[src/rtl/pwm_sched_if.sv]
// Sample/commit bus between the spi_control front end, the duty scheduler and the pwm channel.
interface pwm_sched_if #(
  parameter int unsigned DATA_W = 16,
  parameter int unsigned DUTY_W = 8
);
  logic                     sample_valid;
  logic signed [DATA_W-1:0] sample;
  logic                     period_end;
  logic                     hold;
  logic [DUTY_W-1:0]        duty;
  logic [DUTY_W-1:0]        target;
  logic                     busy;
  logic                     apply_strobe;
  logic                     at_max;
  logic                     at_min;
  logic [7:0]               drop_cnt;

  modport master (
    output sample_valid, sample, period_end, hold,
    input  duty, target, busy, apply_strobe, at_max, at_min, drop_cnt
  );

  modport slave (
    input  sample_valid, sample, period_end, hold,
    output duty, target, busy, apply_strobe, at_max, at_min, drop_cnt
  );
endinterface

[src/rtl/pwm_duty_scheduler.sv]
// Steps a PWM duty target from accelerometer samples and commits it only at PWM period boundaries.
// Optional macro PWM_SCHED_DEADBAND_EN: step only when |delta| > DEADBAND, prev tracks stepped samples only.
module pwm_duty_scheduler #(
  parameter int unsigned DATA_W    = 16,
  parameter int unsigned DUTY_W    = 8,
  parameter int unsigned STEP      = 5,
  parameter int unsigned MAX_DUTY  = 100,
  parameter int unsigned INIT_DUTY = 50,
  parameter int unsigned DEADBAND  = 32
) (
  input  logic         clk,
  input  logic         reset,
  pwm_sched_if.slave   bus
);

  localparam logic [1:0] IDLE = 2'd0;
  localparam logic [1:0] EVAL = 2'd1;
  localparam logic [1:0] PEND = 2'd2;

  localparam logic [DUTY_W-1:0] MAX_D  = DUTY_W'(MAX_DUTY);
  localparam logic [DUTY_W-1:0] STEP_D = DUTY_W'(STEP);
  localparam logic [DUTY_W-1:0] INIT_D = DUTY_W'(INIT_DUTY);
  localparam logic [DATA_W:0]   DB_D   = (DATA_W+1)'(DEADBAND);

`ifdef PWM_SCHED_DEADBAND_EN
  localparam bit DEADBAND_EN = 1'b1;
`else
  localparam bit DEADBAND_EN = 1'b0;
`endif

  logic [1:0]               state_q, state_d;
  logic signed [DATA_W-1:0] cur_q, cur_d;
  logic signed [DATA_W-1:0] prev_q, prev_d;
  logic signed [DATA_W-1:0] pend_q, pend_d;
  logic                     primed_q, primed_d;
  logic                     pend_v_q, pend_v_d;
  logic [DUTY_W-1:0]        duty_q, duty_d;
  logic [DUTY_W-1:0]        target_q, target_d;
  logic [7:0]               drop_q, drop_d;
  logic                     strobe_q, strobe_d;
  logic                     busy_q, busy_d;
  logic                     at_max_q, at_max_d;
  logic                     at_min_q, at_min_d;

  logic signed [DATA_W:0]   delta;
  logic [DATA_W:0]          abs_delta;
  logic                     step_en;
  logic                     drop_inc;
  logic                     take_new;
  logic                     take_pend;
  logic [DUTY_W-1:0]        target_up;
  logic [DUTY_W-1:0]        target_dn;
  logic [DUTY_W-1:0]        target_nx;

  always_ff @(posedge clk or posedge reset) begin
    if (reset) begin
      state_q  <= IDLE;
      cur_q    <= '0;
      prev_q   <= '0;
      pend_q   <= '0;
      primed_q <= 1'b0;
      pend_v_q <= 1'b0;
      duty_q   <= INIT_D;
      target_q <= INIT_D;
      drop_q   <= '0;
      strobe_q <= 1'b0;
      busy_q   <= 1'b0;
      at_max_q <= (INIT_D == MAX_D);
      at_min_q <= (INIT_D == '0);
    end else begin
      state_q  <= state_d;
      cur_q    <= cur_d;
      prev_q   <= prev_d;
      pend_q   <= pend_d;
      primed_q <= primed_d;
      pend_v_q <= pend_v_d;
      duty_q   <= duty_d;
      target_q <= target_d;
      drop_q   <= drop_d;
      strobe_q <= strobe_d;
      busy_q   <= busy_d;
      at_max_q <= at_max_d;
      at_min_q <= at_min_d;
    end
  end

  always_comb begin
    state_d  = state_q;
    cur_d    = cur_q;
    prev_d   = prev_q;
    pend_d   = pend_q;
    primed_d = primed_q;
    pend_v_d = pend_v_q;
    duty_d   = duty_q;
    target_d = target_q;
    strobe_d = 1'b0;
    drop_inc = 1'b0;

    // One extra sign bit keeps the difference exact for any pair of samples.
    delta     = $signed({cur_q[DATA_W-1], cur_q}) - $signed({prev_q[DATA_W-1], prev_q});
    abs_delta = delta[DATA_W] ? $unsigned(-delta) : $unsigned(delta);
    step_en   = (delta != '0) && (!DEADBAND_EN || (abs_delta > DB_D));
    target_up = (target_q > (MAX_D - STEP_D)) ? MAX_D : target_q + STEP_D;
    target_dn = (target_q < STEP_D) ? '0 : target_q - STEP_D;
    target_nx = delta[DATA_W] ? target_dn : target_up;

    take_new  = (state_q == IDLE) && !bus.hold && bus.sample_valid;
    take_pend = (state_q == IDLE) && !bus.hold && !bus.sample_valid && pend_v_q;

    // 1-deep latest-wins slot for samples that cannot be evaluated right away.
    if (bus.sample_valid && ((state_q != IDLE) || bus.hold)) begin
      pend_d   = bus.sample;
      pend_v_d = 1'b1;
      drop_inc = pend_v_q;
    end

    if (take_new) begin
      cur_d    = bus.sample;
      pend_v_d = 1'b0;
      drop_inc = pend_v_q;
      state_d  = EVAL;
    end else if (take_pend) begin
      cur_d    = pend_q;
      pend_v_d = 1'b0;
      state_d  = EVAL;
    end

    case (state_q)
      IDLE: ;
      EVAL: begin
        state_d = IDLE;
        if (!primed_q) begin
          prev_d   = cur_q;
          primed_d = 1'b1;
        end else begin
          if (!DEADBAND_EN) prev_d = cur_q;
          if (step_en) begin
            prev_d   = cur_q;
            target_d = target_nx;
            if (target_nx != duty_q) state_d = PEND;
          end
        end
      end
      PEND: begin
        if (bus.period_end) begin
          duty_d   = target_q;
          strobe_d = 1'b1;
          state_d  = IDLE;
        end
      end
      default: state_d = IDLE;
    endcase

    drop_d   = (drop_inc && (drop_q != 8'hFF)) ? drop_q + 8'd1 : drop_q;
    busy_d   = (state_d != IDLE);
    at_max_d = (duty_d == MAX_D);
    at_min_d = (duty_d == '0);
  end

  assign bus.duty         = duty_q;
  assign bus.target       = target_q;
  assign bus.busy         = busy_q;
  assign bus.apply_strobe = strobe_q;
  assign bus.at_max       = at_max_q;
  assign bus.at_min       = at_min_q;
  assign bus.drop_cnt     = drop_q;

endmodule

[src/flat_wrapper.sv]
// flat-port wrapper written by rule: the top's interface ports become plain ports
module pwm_duty_scheduler_flat 
#(
  parameter int unsigned DATA_W    = 16,
  parameter int unsigned DUTY_W    = 8,
  parameter int unsigned STEP      = 5,
  parameter int unsigned MAX_DUTY  = 100,
  parameter int unsigned INIT_DUTY = 50,
  parameter int unsigned DEADBAND  = 32
)
  (clk, reset, bus_sample_valid, bus_sample, bus_period_end, bus_hold, bus_duty, bus_target, bus_busy, bus_apply_strobe, bus_at_max, bus_at_min, bus_drop_cnt);
  pwm_sched_if #(.DATA_W(DATA_W), .DUTY_W(DUTY_W)) bus_i ();
  input  logic clk;
  input  logic reset;
  input wire logic [$bits(bus_i.sample_valid)-1:0] bus_sample_valid;
  input wire logic [$bits(bus_i.sample)-1:0] bus_sample;
  input wire logic [$bits(bus_i.period_end)-1:0] bus_period_end;
  input wire logic [$bits(bus_i.hold)-1:0] bus_hold;
  output wire logic [$bits(bus_i.duty)-1:0] bus_duty;
  output wire logic [$bits(bus_i.target)-1:0] bus_target;
  output wire logic [$bits(bus_i.busy)-1:0] bus_busy;
  output wire logic [$bits(bus_i.apply_strobe)-1:0] bus_apply_strobe;
  output wire logic [$bits(bus_i.at_max)-1:0] bus_at_max;
  output wire logic [$bits(bus_i.at_min)-1:0] bus_at_min;
  output wire logic [$bits(bus_i.drop_cnt)-1:0] bus_drop_cnt;
  assign bus_i.sample_valid = bus_sample_valid;
  assign bus_i.sample = bus_sample;
  assign bus_i.period_end = bus_period_end;
  assign bus_i.hold = bus_hold;
  assign bus_duty = bus_i.duty;
  assign bus_target = bus_i.target;
  assign bus_busy = bus_i.busy;
  assign bus_apply_strobe = bus_i.apply_strobe;
  assign bus_at_max = bus_i.at_max;
  assign bus_at_min = bus_i.at_min;
  assign bus_drop_cnt = bus_i.drop_cnt;
  pwm_duty_scheduler #(.DATA_W(DATA_W), .DUTY_W(DUTY_W), .STEP(STEP), .MAX_DUTY(MAX_DUTY), .INIT_DUTY(INIT_DUTY), .DEADBAND(DEADBAND)) u_core (.clk(clk), .reset(reset), .bus(bus_i));
endmodule
[config.mk]
export PLATFORM = sky130hd
export DESIGN_NAME = pwm_duty_scheduler_flat
export DESIGN_NICKNAME = d
export VERILOG_FILES = /design/src/rtl/pwm_sched_if.sv /design/src/rtl/pwm_duty_scheduler.sv /design/src/flat_wrapper.sv
export SDC_FILE = /design/constraint.sdc
export NUM_CORES = 1
export LEC_CHECK = 0
export ABC_CLOCK_PERIOD_IN_PS = 2900
export BUFFER_PORTS_ARGS = -buffer_cell sky130_fd_sc_hd__buf_2
export CORE_MARGIN = 2
export CORE_UTILIZATION = 45
export CTS_CLUSTER_SIZE = 8
export DETAILED_ROUTE_END_ITERATION = 10
export GPL_TIMING_DRIVEN = 0
export PLACE_DENSITY = 0.69
export SYNTH_ARGS = -nofsm -noshare
export SYNTH_HDL_FRONTEND = slang
export SYNTH_SLANG_ARGS = --single-unit
export TNS_END_PERCENT = 5
[constraint.sdc]
create_clock -name clk -period 2.9 [get_ports clk]
set_input_delay 0.145 -clock clk [delete_from_list [all_inputs] [get_ports clk]]
set_output_delay 0.145 -clock clk [all_outputs]
set_load 0.01 [all_outputs]
## After elaboration in Yosys (flattened, before gate mapping)

Index checks and enable logic that the tools add are counted.
Widths: inputs -> output; s select.

| operators by class | value |
|---|---|
| $add $sub $neg | 4 |
| eq/ne operators | 5 |
| reductions and logical operators | 17 |
| mux-type cells | 21 |
| magnitude comparators | 2 |

Operators with widths:

| operator | number |
|---|---|
| $mux 8 | 5 |
| $mux 16 | 2 |
| $reduce_bool 17->1 | 1 |
| $sub 16x16->17 | 1 |
| $mux 2 | 6 |
| $add 8x1->8 const B | 1 |
| $add 8x3->8 const B | 1 |
| $eq 8x7->1 const B | 1 |
| $gt 8x7->1 const B | 1 |
| $logic_not 8->1 | 1 |
| $lt 8x3->1 const B | 1 |
| $ne 8x8->1 | 1 |
| $ne 8x8->1 const B | 1 |
| $sub 8x3->8 const B | 1 |
| $mux 1 | 7 |
| $logic_and 1x1->1 | 6 |
| $pmux 2 s3 | 1 |
| $reduce_bool 2->1 | 3 |
| $reduce_and 3->1 | 1 |
| $reduce_bool 3->1 | 1 |
| $eq 2x1->1 const B | 1 |
| $eq 2x2->1 const B | 1 |
| $logic_not 1->1 | 2 |
| $logic_not 2->1 | 1 |
| $logic_or 1x1->1 | 1 |

| word-level totals | value |
|---|---|
| register bits | 80 |
| input port bits | 21 |

## Logic depth before layout (Yosys ltp)

| depth | value |
|---|---|
| depth in word-level cells | 9 |
| depth in mapped cells | 13 |

## Least setup slack after synthesis

OpenSTA, ideal clock, no wires.

| path | value |
|---|---|
| kind | reg-to-reg |
| start point | register u_core.prev_q[0] |
| end point | register u_core.state_q[1] |
| arrival | 2.753 ns |
| setup slack | 0.008 ns |
| setup time | 0.139 ns |
| required time | 2.761 ns |
| clock period less this slack | 2.892 ns |
| buffers on the path | 0 |
| cell stages (with the launch flop) | 12 |
| path through | dfrtp_1 > ha_1 > fa_1 > nor2b_4 > o31ai_2 > a311oi_2 > o21a_4 > mux2_2 > xor2_1 > nand4_1 > a2111oi_2 > a221oi_2 |

| on the way | value |
|---|---|
| longest elaborated chain between the ends | 7 |
| elaborated cells on any way between the ends | 8 |

RTL lines:

| element | RTL line | text |
|---|---|---|
| from (decl) | pwm_duty_scheduler.sv:33 | `logic signed [DATA_W-1:0] prev_q, prev_d;` |
| from (signal assigned) | pwm_duty_scheduler.sv:73 | `prev_q <= prev_d;` |
| $sub 16x16->17 (*) | pwm_duty_scheduler.sv:100 | `delta = $signed({cur_q[DATA_W-1], cur_q}) - $signed({prev_q[DATA_W-1], prev_q});` |
| $mux 8 | pwm_duty_scheduler.sv:105 | `target_nx = delta[DATA_W] ? target_dn : target_up;` |
| $ne 8x8->1 | pwm_duty_scheduler.sv:140 | `if (target_nx != duty_q) state_d = PEND;` |
| $mux 2 | pwm_duty_scheduler.sv:140 |  |
| $mux 2 (*) | pwm_duty_scheduler.sv:137 | `if (step_en) begin` |
| $mux 2 (*) | pwm_duty_scheduler.sv:132 | `if (!primed_q) begin` |
| $pmux 2 s3 (*) | pwm_duty_scheduler.sv:128 | `case (state_q)` |
| net u_core.state_d[1] | pwm_duty_scheduler.sv:31 | `logic [1:0] state_q, state_d;` |
| to (signal assigned) | pwm_duty_scheduler.sv:71 | `state_q <= state_d;` |
| to (decl) | pwm_duty_scheduler.sv:31 |  |

The timed path passes the listed nets; every way through them passes the cells marked *.
A chain may end at the register's enable or synchronous reset.

## Final worst setup path

Same ends and word-level chain as after synthesis.

==> flow_summary.yaml <==
outcome:
  status: "finished, violations left"
  violations: "negative setup slack"
drt:
  drt_pre_antenna_iters: 5
  antenna_left: 0
  wl_mm: 11.2
  routed-via-count: 3989
  post_drt_via_cell_ratio: 5.55
  dr.first_iter.drc_count: 175
  wire_per_inst_um: 15.6
  drc: 0
final_layout:
  areaGrowthSynthToFinish_pct: 20.2
  design_area_um2: 5890
  layout-drive-gt1-share_pct: 30.9
  design.final.nets: 615
  antenna_cells_inserted: 0
  area_of_the_multi_input_gates_um2: 2800
  sequential_cell_area_um2: 2010
  fillers: 1002
  layout.cells.most_common_list: "74 x sky130_fd_sc_hd__dfrtp_1, 50 x sky130_fd_sc_hd__buf_2, 48 x sky130_fd_sc_hd__nand2_1"
  mostFrequentLayoutCell: "sky130_fd_sc_hd__dfrtp_1"
setup_path:
  critical_path.n_buffers_inverters: 2
  crit_path_max_fanout: 5
  worst_reg2reg_startpoint: "u_core.prev_q[0]"
  worstSetupPathDepth: 13
  worstPathCellList: "ha_4 -> fa_2 -> nor2b_4 -> o31ai_4 -> a311oi_2 -> buf_4 -> o211ai_1 -> buf_4 -> o32ai_4 -> xnor2_1 -> nand4_1 -> a2111oi_4 -> a221oi_2"
  cpMostUsedCell: "sky130_fd_sc_hd__buf_4"
  r2r_setup_slack_ns: -0.23
  regToRegEndpoint: "u_core.state_q[1]"
  worstSetupEndpoint: "u_core.state_q[1]"
  worst_path_largest_cell_delay_ns: 0.41
  worst_ep_required_time_ns: 3.12
  worst-setup-path-type: "reg2reg"
  logic_depth_of_the_worst_register_to_register_path: 13
  cp.arrival_ns: 3.35
  worst_path_dominant_cell_family: "compound AO/OA/AOI/OAI gates"
  crit_path_from: "u_core.prev_q[0]"
  slowest_stage: "sky130_fd_sc_hd__dfrtp_1"
  end_kind: "flop"
  startpoint_type: "flop"
place:
  pre_cts_slack_ns: -0.449
  gpl.final_weighted_congestion: 0.853
  placedInstanceArea_um2: 5340
  detailed_place_hpwl_mm: 8.24
  numPortBuffers: 48
clock_tree:
  clock-sinks: 80
  clk_root_buffer_cell: "sky130_fd_sc_hd__clkbuf_8"
  clk_latency_ns: 0.36
  clk_path_buf_depth: 2
  cts_tree: "yes"
  cts_max_level: 3
  tritoncts_buffers: 9
  path_clk_slew_ns: 0.08
die:
  initial_core_util_pct: 45.6
  placeableCoreArea_um2: 10700
  overall_die_width_um: 108
  dieArea_um2: 11700
  fp.dieH_um: 108
  placementRows: 38
  ios: 49
timing:
  final_cycle_share_pct: 108
  timing_hold_violations_final: 0
  final-setup-viol-count: 9
  fmax_mhz: 319
  max_slew_margin_pct: 40.8
  tightestPinTransition_ns: 0.882
  unrepaired_setup_endpoints_after_global_routing: "true"
  post-route-min-period_ns: 3.13
  timing.final.max_slew_violations: 0
  fin_skew_ns: 0.0124
  post-route-worst-setup-slack_ns: -0.231
global_route:
  antenna_found_initial: 0
  maximum_number_of_pins_on_one_net_before_global_route_repair: 61
  grt-ovfl-total: 0
  first_global_vias: 3934
  grt_pass1_wl_mm: 18.8
  grtUsageTotal_pct: 20.1
synth:
  syn_nets: 535
  post_synth_num_cell_types: 78
  synthesis.yosys.warnings: 0
  asyncSetResetFlopFracSynth_pct: 100
  post_synth_instance_area_um2: 4900
  ys_seq_elements: 80
  synth_enable_flop_cells: 0
  syn-instance-count: 494
  synthesis.area_per_instance_um2: 9.91
  seq_area_frac_synth_pct: 41.0
  ys.flop_type: "sky130_fd_sc_hd__dfrtp_1"
hold_path:
  holdCritPathClass: "in2reg"
run:
  timing.max_cap.violations: 0
[per-layer routing]
layer  vias up  wire length (um)  GRT usage, %
met5         -                 0             0
li1       1959                 -             -
met2        78              5410          32.3
met3        11               393          3.38
met4         0               155          6.41
met1      1941              5240          28.0
[state kept, by name (all words and copies together) (netlist names)]
register and flops:
u_core.bus.apply_strobe 1, u_core.bus.at_max 1, u_core.bus.at_min 1, u_core.bus.busy 1
u_core.bus.drop_cnt 8, u_core.bus.duty 8, u_core.bus.target 8, u_core.cur_q 16
u_core.pend_q 16, u_core.pend_v_q 1, u_core.prev_q 16, u_core.primed_q 1
u_core.state_q 2
[per-stage QoR]
stage	hold slack [ns]	setup TNS (ns)	util, %	cells
after floorplan	0.284	0	-	494
after global routing	0.0219	-3.09	54.8	719
after detailed placement	0.120	-3.27	49.7	683
after CTS	0.0125	-1.29	53.3	711
after global placement	0.397	-12.40	49.4	682
final	0.0352	-1.24	54.8	719
[synth_stat cells (3+ instances only)]
cell	instances	area (um^2)
sky130_fd_sc_hd__nand3_1	5	25.0
sky130_fd_sc_hd__dfstp_2	6	158
sky130_fd_sc_hd__buf_6	3	33.8
sky130_fd_sc_hd__nand2b_1	7	43.8
sky130_fd_sc_hd__nand2_1	48	180
sky130_fd_sc_hd__inv_1	33	124
sky130_fd_sc_hd__and4_1	4	35.0
sky130_fd_sc_hd__a211oi_1	3	22.5
sky130_fd_sc_hd__or2_2	3	18.8
sky130_fd_sc_hd__o21bai_1	3	22.5
sky130_fd_sc_hd__a31oi_1	17	106
sky130_fd_sc_hd__nor2_1	24	90.1
sky130_fd_sc_hd__a22oi_1	16	120
sky130_fd_sc_hd__nor2b_1	15	93.8
sky130_fd_sc_hd__o21a_1	3	22.5
sky130_fd_sc_hd__o2111ai_1	3	26.3
sky130_fd_sc_hd__xor2_1	8	70.1
sky130_fd_sc_hd__xnor2_1	9	78.8
sky130_fd_sc_hd__clkbuf_8	3	41.3
sky130_fd_sc_hd__mux2i_1	8	80.1
sky130_fd_sc_hd__o22ai_1	4	25.0
sky130_fd_sc_hd__mux2_2	33	372
sky130_fd_sc_hd__o21ai_0	31	155
sky130_fd_sc_hd__ha_1	19	238
sky130_fd_sc_hd__nor3_1	3	15.0
sky130_fd_sc_hd__o211ai_1	5	37.5
sky130_fd_sc_hd__and3_1	4	25.0
sky130_fd_sc_hd__mux2_1	3	33.8
sky130_fd_sc_hd__clkbuf_1	11	41.3
sky130_fd_sc_hd__dfrtp_1	74	1850
sky130_fd_sc_hd__or3_1	6	37.5
sky130_fd_sc_hd__a21oi_1	21	105
sky130_fd_sc_hd__nand4_1	4	25.0
[final cells by class]
class,count,area share [%]
clock inverter,7,1.36
sequential,80,34.1
tap,140,2.98
inverter,33,2.15
timing repair buffer,69,7.44
clock buffer,9,2.10
multi-input combinational,360,47.5
buffer,21,2.34
[how the worst min path moves through the flow]
stage,from,to,slack (ns),cells past startpoint
floorplan,bus_sample[2],u_core.cur_q[2],0.28,2
global placement,bus_sample[15],u_core.pend_q[15],0.40,2
detailed placement,reset,u_core.bus.busy,0.12,2
CTS,bus_sample[14],u_core.pend_q[14],0.01,2
global route,bus_sample[14],u_core.pend_q[14],0.02,2
finish,bus_sample[1],u_core.pend_q[1],0.04,2
[logic make-up (layout without fill, tap and decap cells)]
kind of cell               after synthesis  count (layout)  synth area share, %
AOI/OAI and AO/OA                      135             135                 19.0
adders and majority gates               20              20                 5.26
muxes                                   44              44                 9.92
buffers and inverters                   54             139                 5.26
xor gates and xnor gates                17              17                 3.04
and+or+nand+nor                        144             144                 16.5
DFF                                     80              80                 41.0
[repair_timing]
action                                 CTS  global route
hold buffers                             1             0
setup endpoints to repair               10            10
pin swaps                               15            10
endpoints found under the hold margin   20             0
cloned                                   0             1
gates resized for setup                 18            15
setup buffers                           11             7
[worst register-to-register path: cells and delay by family, from the launching register on]
kind                     cells  cell delay (ns)
AO/OA/AOI/OAI                6             1.04
adder cells (fa/ha/maj)      2             0.55
AND/OR/NAND/NOR              2             0.42
buffers and inverters        2             0.41
flip-flops                   1             0.41
XOR/XNOR                     1             0.16
Power is not shown: default switching activity piles up to over one toggle a cycle in this logic, so the estimate is an artifact.
